<file path="config.mk">
export PLATFORM = sky130hd
export DESIGN_NAME = genius_seq_engine
export DESIGN_NICKNAME = d
export VERILOG_FILES = /design/src/rtl/genius_seq_engine.sv
export SDC_FILE = /design/constraint.sdc
export NUM_CORES = 1
export LEC_CHECK = 0
export ABC_AREA = 1
export BUFFER_PORTS_ARGS = -buffer_cell sky130_fd_sc_hd__buf_4
export CORE_MARGIN = 2
export CORE_UTILIZATION = 64
export CTS_CLUSTER_SIZE = 24
export DETAILED_ROUTE_END_ITERATION = 7
export PLACE_DENSITY = 0.95
export SLEW_MARGIN = 10
export SYNTH_ARGS = -nofsm -noshare
export SYNTH_HDL_FRONTEND = slang
export SYNTH_SLANG_ARGS = --single-unit
</file>
<file path="constraint.sdc">
create_clock -name clk -period 3.6 [get_ports clk]
set_input_delay 0.36 -clock clk [delete_from_list [all_inputs] [get_ports clk]]
set_output_delay 0.36 -clock clk [all_outputs]
set_load 0.005 [all_outputs]
</file>
<file path="src/rtl/genius_seq_engine.sv">
// genius_seq_engine: Simon-game sequence generator, LED playback and player-press checker
module genius_seq_engine #(
  parameter int N_BTN = 4,
  parameter int MAX_LEN = 16,
  parameter int PW = 8,
  parameter int ON_TICKS = 2,
  parameter int OFF_TICKS = 1,
  parameter int TIMEOUT_TICKS = 8,
  localparam int SYM_W = $clog2(N_BTN),
  localparam int LW = $clog2(MAX_LEN + 1)
) (
  input  logic             clk,
  input  logic             R,
  input  logic             start,
  input  logic             tick,
  input  logic [LW-1:0]    target_len,
  input  logic [15:0]      seed,
  input  logic [N_BTN-1:0] btn,
  output logic [N_BTN-1:0] leds,
  output logic [LW-1:0]    round,
  output logic [PW-1:0]    points,
  output logic             show,
  output logic             user,
  output logic             match,
  output logic             win,
  output logic             lose
);
  localparam int AW = $clog2(MAX_LEN);
  localparam int CA = ON_TICKS > OFF_TICKS ? ON_TICKS : OFF_TICKS;
  localparam int CMAX = CA > TIMEOUT_TICKS ? CA : TIMEOUT_TICKS;
  localparam int CW = $clog2(CMAX + 1);
  localparam int SW = (PW > LW ? PW : LW) + 1;
  typedef enum logic [2:0] {IDLE, ADD, SHOW_ON, SHOW_OFF, USER, WIN, LOSE} state_t;
  state_t state, state_n;
  logic [15:0] lfsr, lfsr_nx;
  logic [SYM_W-1:0] mem [MAX_LEN];
  logic [LW-1:0] pp, up, target;
  logic [CW-1:0] cnt;
  logic [SW-1:0] sum;
  logic [PW-1:0] sat;
  logic [N_BTN-1:0] exp_oh;
  logic press, hit, last, on_done, off_done, tmo;
  assign lfsr_nx = lfsr[0] ? (lfsr >> 1) ^ 16'hB400 : lfsr >> 1;
  assign exp_oh = N_BTN'(1) << mem[up[AW-1:0]];
  assign press = state == USER && |btn;
  assign hit = press && btn == exp_oh;
  assign last = hit && up + LW'(1) == round;
  assign on_done = state == SHOW_ON && tick && cnt == CW'(ON_TICKS - 1);
  assign off_done = state == SHOW_OFF && tick && cnt == CW'(OFF_TICKS - 1);
  // a press in the same cycle as the final timeout tick takes precedence
  assign tmo = state == USER && !press && tick && cnt == CW'(TIMEOUT_TICKS - 1);
  assign sum = SW'(points) + SW'(round);
  assign sat = sum > SW'({PW{1'b1}}) ? {PW{1'b1}} : sum[PW-1:0];
  always_ff @(posedge clk or posedge R)
    if (R) state <= IDLE;
    else state <= state_n;
  always_comb begin
    state_n = state;
    if (start) state_n = ADD;
    else
      case (state)
        ADD:      state_n = SHOW_ON;
        SHOW_ON:  state_n = on_done ? SHOW_OFF : SHOW_ON;
        SHOW_OFF: state_n = !off_done ? SHOW_OFF : pp + LW'(1) == round ? USER : SHOW_ON;
        USER:     state_n = (press && !hit) || tmo ? LOSE : !last ? USER : round == target ? WIN : ADD;
        default:  state_n = state;
      endcase
  end
  always_comb begin
    leds = state == SHOW_ON ? N_BTN'(1) << mem[pp[AW-1:0]] : '0;
    show = state == SHOW_ON || state == SHOW_OFF;
    user = state == USER;
    win = state == WIN;
    lose = state == LOSE;
  end
  always_ff @(posedge clk or posedge R)
    if (R) begin
      lfsr <= 16'hACE1;
      round <= '0;
      points <= '0;
      target <= '0;
      pp <= '0;
      up <= '0;
      cnt <= '0;
      match <= 1'b0;
    end else begin
      match <= hit && !start;
      if (start) begin
        lfsr <= seed == '0 ? 16'hACE1 : seed;
        round <= '0;
        points <= '0;
        cnt <= '0;
        target <= target_len == '0 || target_len > LW'(MAX_LEN) ? LW'(MAX_LEN) : target_len;
      end else if (state == ADD) begin
        lfsr <= lfsr_nx;
        round <= round + LW'(1);
        pp <= '0;
        cnt <= '0;
      end else if (on_done || off_done) begin
        cnt <= '0;
        pp <= pp + LW'(off_done);
        up <= '0;
      end else if (hit) begin
        up <= up + LW'(1);
        cnt <= '0;
        if (last) points <= sat;
      end else if (tick && (show || user))
        cnt <= cnt + CW'(1);
    end
  always_ff @(posedge clk)
    if (state == ADD && !start) mem[round[AW-1:0]] <= lfsr_nx[SYM_W-1:0];
endmodule

</file>
# Word level (Yosys, flattened, before mapping)
# Memory sizes are Yosys's and may differ from the RTL's.
# Index checks and enable logic that the tools add are counted.
# op_classes
addsub,6
magnitude_cmp,2
n_eq_ne,14
n_shift,2
mux,33
bitwise_logic,3
n_reduce_logical,36
# op_table
operator,n
$mux W16,4
$mux W8,6
$mux W5,7
$mux W4,6
$mux W3,6
$logic_not A16 Y1,1
$add A5 B1 Y5 const B,3
$eq A5 B5 Y1,3
$logic_and A1 B1 Y1,14
$pmux W3 S4,1
$reduce_bool A2 Y1,5
$reduce_bool A5 Y1,2
$add A8 B5 Y9,1
$eq A3 B3 Y1 const B,3
$gt A9 B8 Y1 const B,1
$shl A1 B2 Y4 const A,2
$eq A3 B2 Y1 const B,2
$add A5 B1 Y5,1
$gt A5 B5 Y1 const B,1
$logic_not A5 Y1,1
$logic_or A1 B1 Y1,5
$add A4 B1 Y4 const B,1
$eq A4 B1 Y1 const B,1
$eq A4 B3 Y1 const B,1
12 further kinds,18
# totals
ff_bits,52
ramBits,32
elab_cells,106
n_memories,1
# mem_list
name,words,width,read_ports,rd_clocked_by_memory_dff,wr,line_no,text
mem,16,2,2,0,1,36,logic [SYM_W-1:0] mem [MAX_LEN];

# Depth between registers and ports, before layout
# depth
ltp_word,10
mapped_depth,17

# Worst setup path after synthesis
# Ideal clock, no wire load.
# synth_timing
path_kind,reg-to-reg
startpoint,reg round[0]
endpoint,reg points[4]
setup_time_ns,0.095
arrival_ns,2.153
required_ns,3.505
slack_ns,1.352
path_stages_with_launch,13
n_path_buf,0
path_cell_list,dfrtp_1 ha_1 inv_1 fa_1 nor2_1 nor2_1 o21bai_1 nand2_1 a21oi_1 nand3_1 inv_1 a21oi_1 o31ai_1
# synth_via
elab_chain_cells,8
elab_cells_between_ends,12
classes_between,1 x add/sub; 1 x order compare; 1 x eq/ne; 6 x mux; 3 x reduce/logical
# synth_lines
element,line_no,text
start: declaration,20,"output logic [LW-1:0] round,"
start signal: assignment,96,round <= round + LW'(1);
$add A8 B5 Y9,52,assign sum = SW'(points) + SW'(round);
$gt A9 B8 Y1,53,assign sat = sum > SW'({PW{1'b1}}) ? {PW{1'b1}} : sum[PW-1:0];
$mux W8,53,
$mux W8,106,if (last) points <= sat;
$mux W8,103,end else if (hit) begin
$mux W8,99,end else if (on_done || off_done) begin
$mux W8,94,end else if (state == ADD) begin
$mux W8,88,if (start) begin
end signal: assignment,106,
end: declaration,21,"output logic [PW-1:0] points,"
# Parallel ways exist; a longest one is shown, timed or not. The select of a mux whose other input is x is not followed.
# A chain may end at the register's enable or synchronous reset.

# Worst setup path in the final report
# layout_timing
startpoint,reg round[1]
endpoint,reg points[4]
# Same word-level chain as after synthesis.

==> impl_metrics.py <==
metrics = {
    "outcome": {
        "status": "complete, no violations",
    },
    "timing": {
        "fmax_mhz": 330,
        "worst_pin_slew_ns": 1.06,
        "slew_violations": 0,
        "clock_skew_ns": 0.0121,
        "min_period_ns": 3.03,
        "finalHoldViolCount": 0,
        "hold-worst-slack_ns": 0.236,
        "setup_viol": 0,
        "finalCritPeriodShare_pct": 84.3,
        "slew_headroom_pct": 29.1,
        "rsz0062_at_grt": "no",
        "fin_setup_tns_ns": 0,
    },
    "drt": {
        "ant_nets": 0,
        "wl_per_cell_um": 16.6,
        "first_iter_violations": 475,
        "wl_um": 12800,
        "vias_per_cell": 6.06,
        "drc_errors": 0,
        "drtPass1Iterations": 8,
        "vias": 4669,
    },
    "cells_and_area": {
        "drive_above_1_share_pct": 14.3,
        "nets": 711,
        "syn_to_final_growth_pct": 12.7,
        "antenna_cells": 0,
        "stdcell_area_um2": 5640,
        "nFillCells": 529,
    },
    "pwr": {
        "p_per_area_nw_per_um2": 505,
        "combPwrFrac_pct": 29.2,
        "p_clk_share_pct": 26.0,
        "swShare_pct": 36.1,
        "finalPower_w": 0.00284,
        "switching_power_w": 0.00103,
        "p_int_w": 0.00182,
        "p_leak_nw": 2.50,
        "p_seq_share_pct": 44.8,
        "ir_drop_uv": 309,
    },
    "clock_tree": {
        "post_cts_buffers": 0,
        "cts_tree": "built",
        "clockBufferDepth": 2,
        "clock_latency_ns": 0.36,
        "cts.hold.buffers_added": 0,
        "cts-root-buf": "clkbuf_8",
        "cts_resized": 0,
        "htree_levels": 3,
        "cts.reportedPaths.clkPinSlew_ns": 0.09,
        "numCtsBuffers": 9,
        "cts.sink_count": 84,
    },
    "worst_setup_path": {
        "worst-path-buf-inv": 2,
        "cpLargestDelayFamily": "compound AO/OA/AOI/OAI gates",
        "max_stage_delay_ns": 0.56,
        "slowest_stage": "dfrtp_1",
        "critPathLaunch": "round[1]",
        "critical_path.cell_chain": "inv_1 > fa_1 > nor2_1 > nor2_1 > o21bai_1 > nand2_1 > a21oi_1 > nand3_1 > inv_1 > a21oi_1 > o31ai_1",
        "r2r_start": "round[1]",
        "cp-end-kind": "register",
        "worstSetupStartpointType": "register",
        "crit_arrival_ns": 3.28,
        "crit_type": "register to register",
        "cp_max_fo": 9,
        "cp.required_ns": 3.85,
    },
    "grt": {
        "grtUsageTotal_pct": 31.5,
        "first_global_vias": 4500,
        "antenna_found_initial": 0,
        "grt_max_degree": 53,
        "grt_overflow": 0,
        "grt_use_met1_pct": 42.4,
        "grt_util_met3_pct": 7.00,
        "grt_pass1_wl_um": 21200,
        "gr-max-usage-layer": "met2",
        "use_met2_pct": 50.8,
    },
    "synthesis": {
        "synth-edff-count": 32,
        "ys_seq_area_share_pct": 45.4,
        "syn_inst": 620,
        "ys_ff_latch": 84,
        "synth.avg_cell_area_um2": 8.07,
        "syn_nets": 667,
        "netlist.area_leader.share_pct": 22.0,
        "syn_area_um2": 5000,
        "ys.flop_type": "dfrtp_1",
        "async_flop_share_pct": 61.9,
        "synthTopCellsByArea": "dfrtp_1 (22%), edfxtp_1 (19%), nand2_1 (10%)",
        "ys.warnings.count": 0,
        "synth_top_area_cell": "dfrtp_1",
        "synth.distinct_cells": 48,
    },
    "hold_path": {
        "hold_path.class": "input pin to register",
        "hold_start": "seed[1]",
    },
    "run": {
        "drv_cap": 0,
    },
    "placed_design": {
        "place_congestion": 0.906,
        "place_hpwl_um": 9120,
        "port_buffers": 50,
        "post_dp_cell_area_um2": 5420,
    },
    "floorplan": {
        "dieArea_um2": 8540,
        "die_w_um": 92.4,
        "die_h_um": 92.4,
        "design.core.area_um2": 7650,
        "ios": 51,
        "rows": 32,
        "start_util_pct": 65.4,
    },
}
[worst paths after layout]
check,endpoint,slack (ns),depth (start not counted)
setup / recovery,points[4],0.57,11
hold / removal,lfsr[1],0.24,3
setup reg to reg,points[4],0.57,11
hold reg to reg,lfsr[6],0.50,2
max in group asynchronous,up[3],2.67,2
min in group asynchronous,lfsr[12],0.26,2
[cells in the final DEF (no fill, tap or decap), drive strengths merged, types with 4 or more instances in the layout]
cell	synthesis	routed
nand2	143	143
nor2	81	81
inv	68	69
nand3	56	56
o21ai	55	55
buf	5	52
dfrtp	44	44
edfxtp	32	32
a21oi	22	22
ha	17	17
o211ai	11	11
xnor2	10	10
clkbuf	14	10
xor2	8	8
dfstp	8	8
nor3	8	8
nand4	6	6
o31ai	4	4
or2	4	4
clkinv	1	4
[worst min-delay path, delay by kind of cell]
kind / cells / cell delay, ns
buffers and inverters: 1 / 0.09
AND/OR/NAND/NOR: 2 / 0.12
[metrics by stage]
step	setup slack, ns	instances	util [%]
after floorplan	1.35	620	-
after global placement	0.935	755	70.9
after detailed placement	0.865	755	70.9
after CTS	0.669	771	73.7
after global routing	0.363	771	73.7
final	0.566	771	73.7
[Yosys cell counts (7+ instances only)]
master and instances:
a21oi_1 21, clkbuf_1 14, dfrtp_1 44, dfstp_2 8, edfxtp_1 32, ha_1 17
inv_1 63, nand2_1 136, nand3_1 54, nor2_1 79, nor3_1 7, o211ai_1 11
o21ai_0 48, o21ai_1 7, xnor2_1 10, xor2_1 8
[per-layer routing]
metal	part of all wire (%)	vias up
li1	-	2156
met1	40	2194
met2	49	283
met3	9.5	36
met4	1.9	0
met5	0	-
[power groups by stage]
| stage | Combinational [W] | Sequential (W) | Clock (W) |
|---|---|---|---|
| 2_1_floorplan | 0.000664 | 0.00122 | 0 |
| 3_3_place_gp | 0.000764 | 0.00128 | 0 |
| 3_5_place_dp | 0.000805 | 0.00129 | 0 |
| 4_1_cts | 0.000816 | 0.00127 | 0.000740 |
| 5_1_grt | 0.000931 | 0.00130 | 0.000782 |
| 6_report | 0.000830 | 0.00128 | 0.000739 |
[area by class of cell]
cell class	count	area [µm²]	share of cell area [%]
clock buffers	10	128	2.26
clock inverters	6	87.6	1.55
inverters	69	262	4.64
multi-input cells	448	2370	42.0
flip-flops and latches	84	2270	40.3
well taps	102	128	2.26
repair buffers	52	390	6.93
[logic make-up (layout without fill, tap and decap cells)]
family,count (synthesis),count (layout),synth area share [%]
buffers and inverters,88,137,7.23
AND/OR/NAND/NOR,303,303,26.6
flip-flops,84,84,45.4
AO/OA/AOI/OAI,109,109,13.0
adder cells (fa/ha/maj),18,18,4.65
XOR/XNOR,18,18,3.15
[state kept, by name (all words and copies together), names as in the netlist]
name,cells
cnt,4
lfsr,16
match,1
mem,32
points,8
pp,5
round,5
state,3
target,5
up,5
Note: power is estimated with default switching activity, not from simulation.
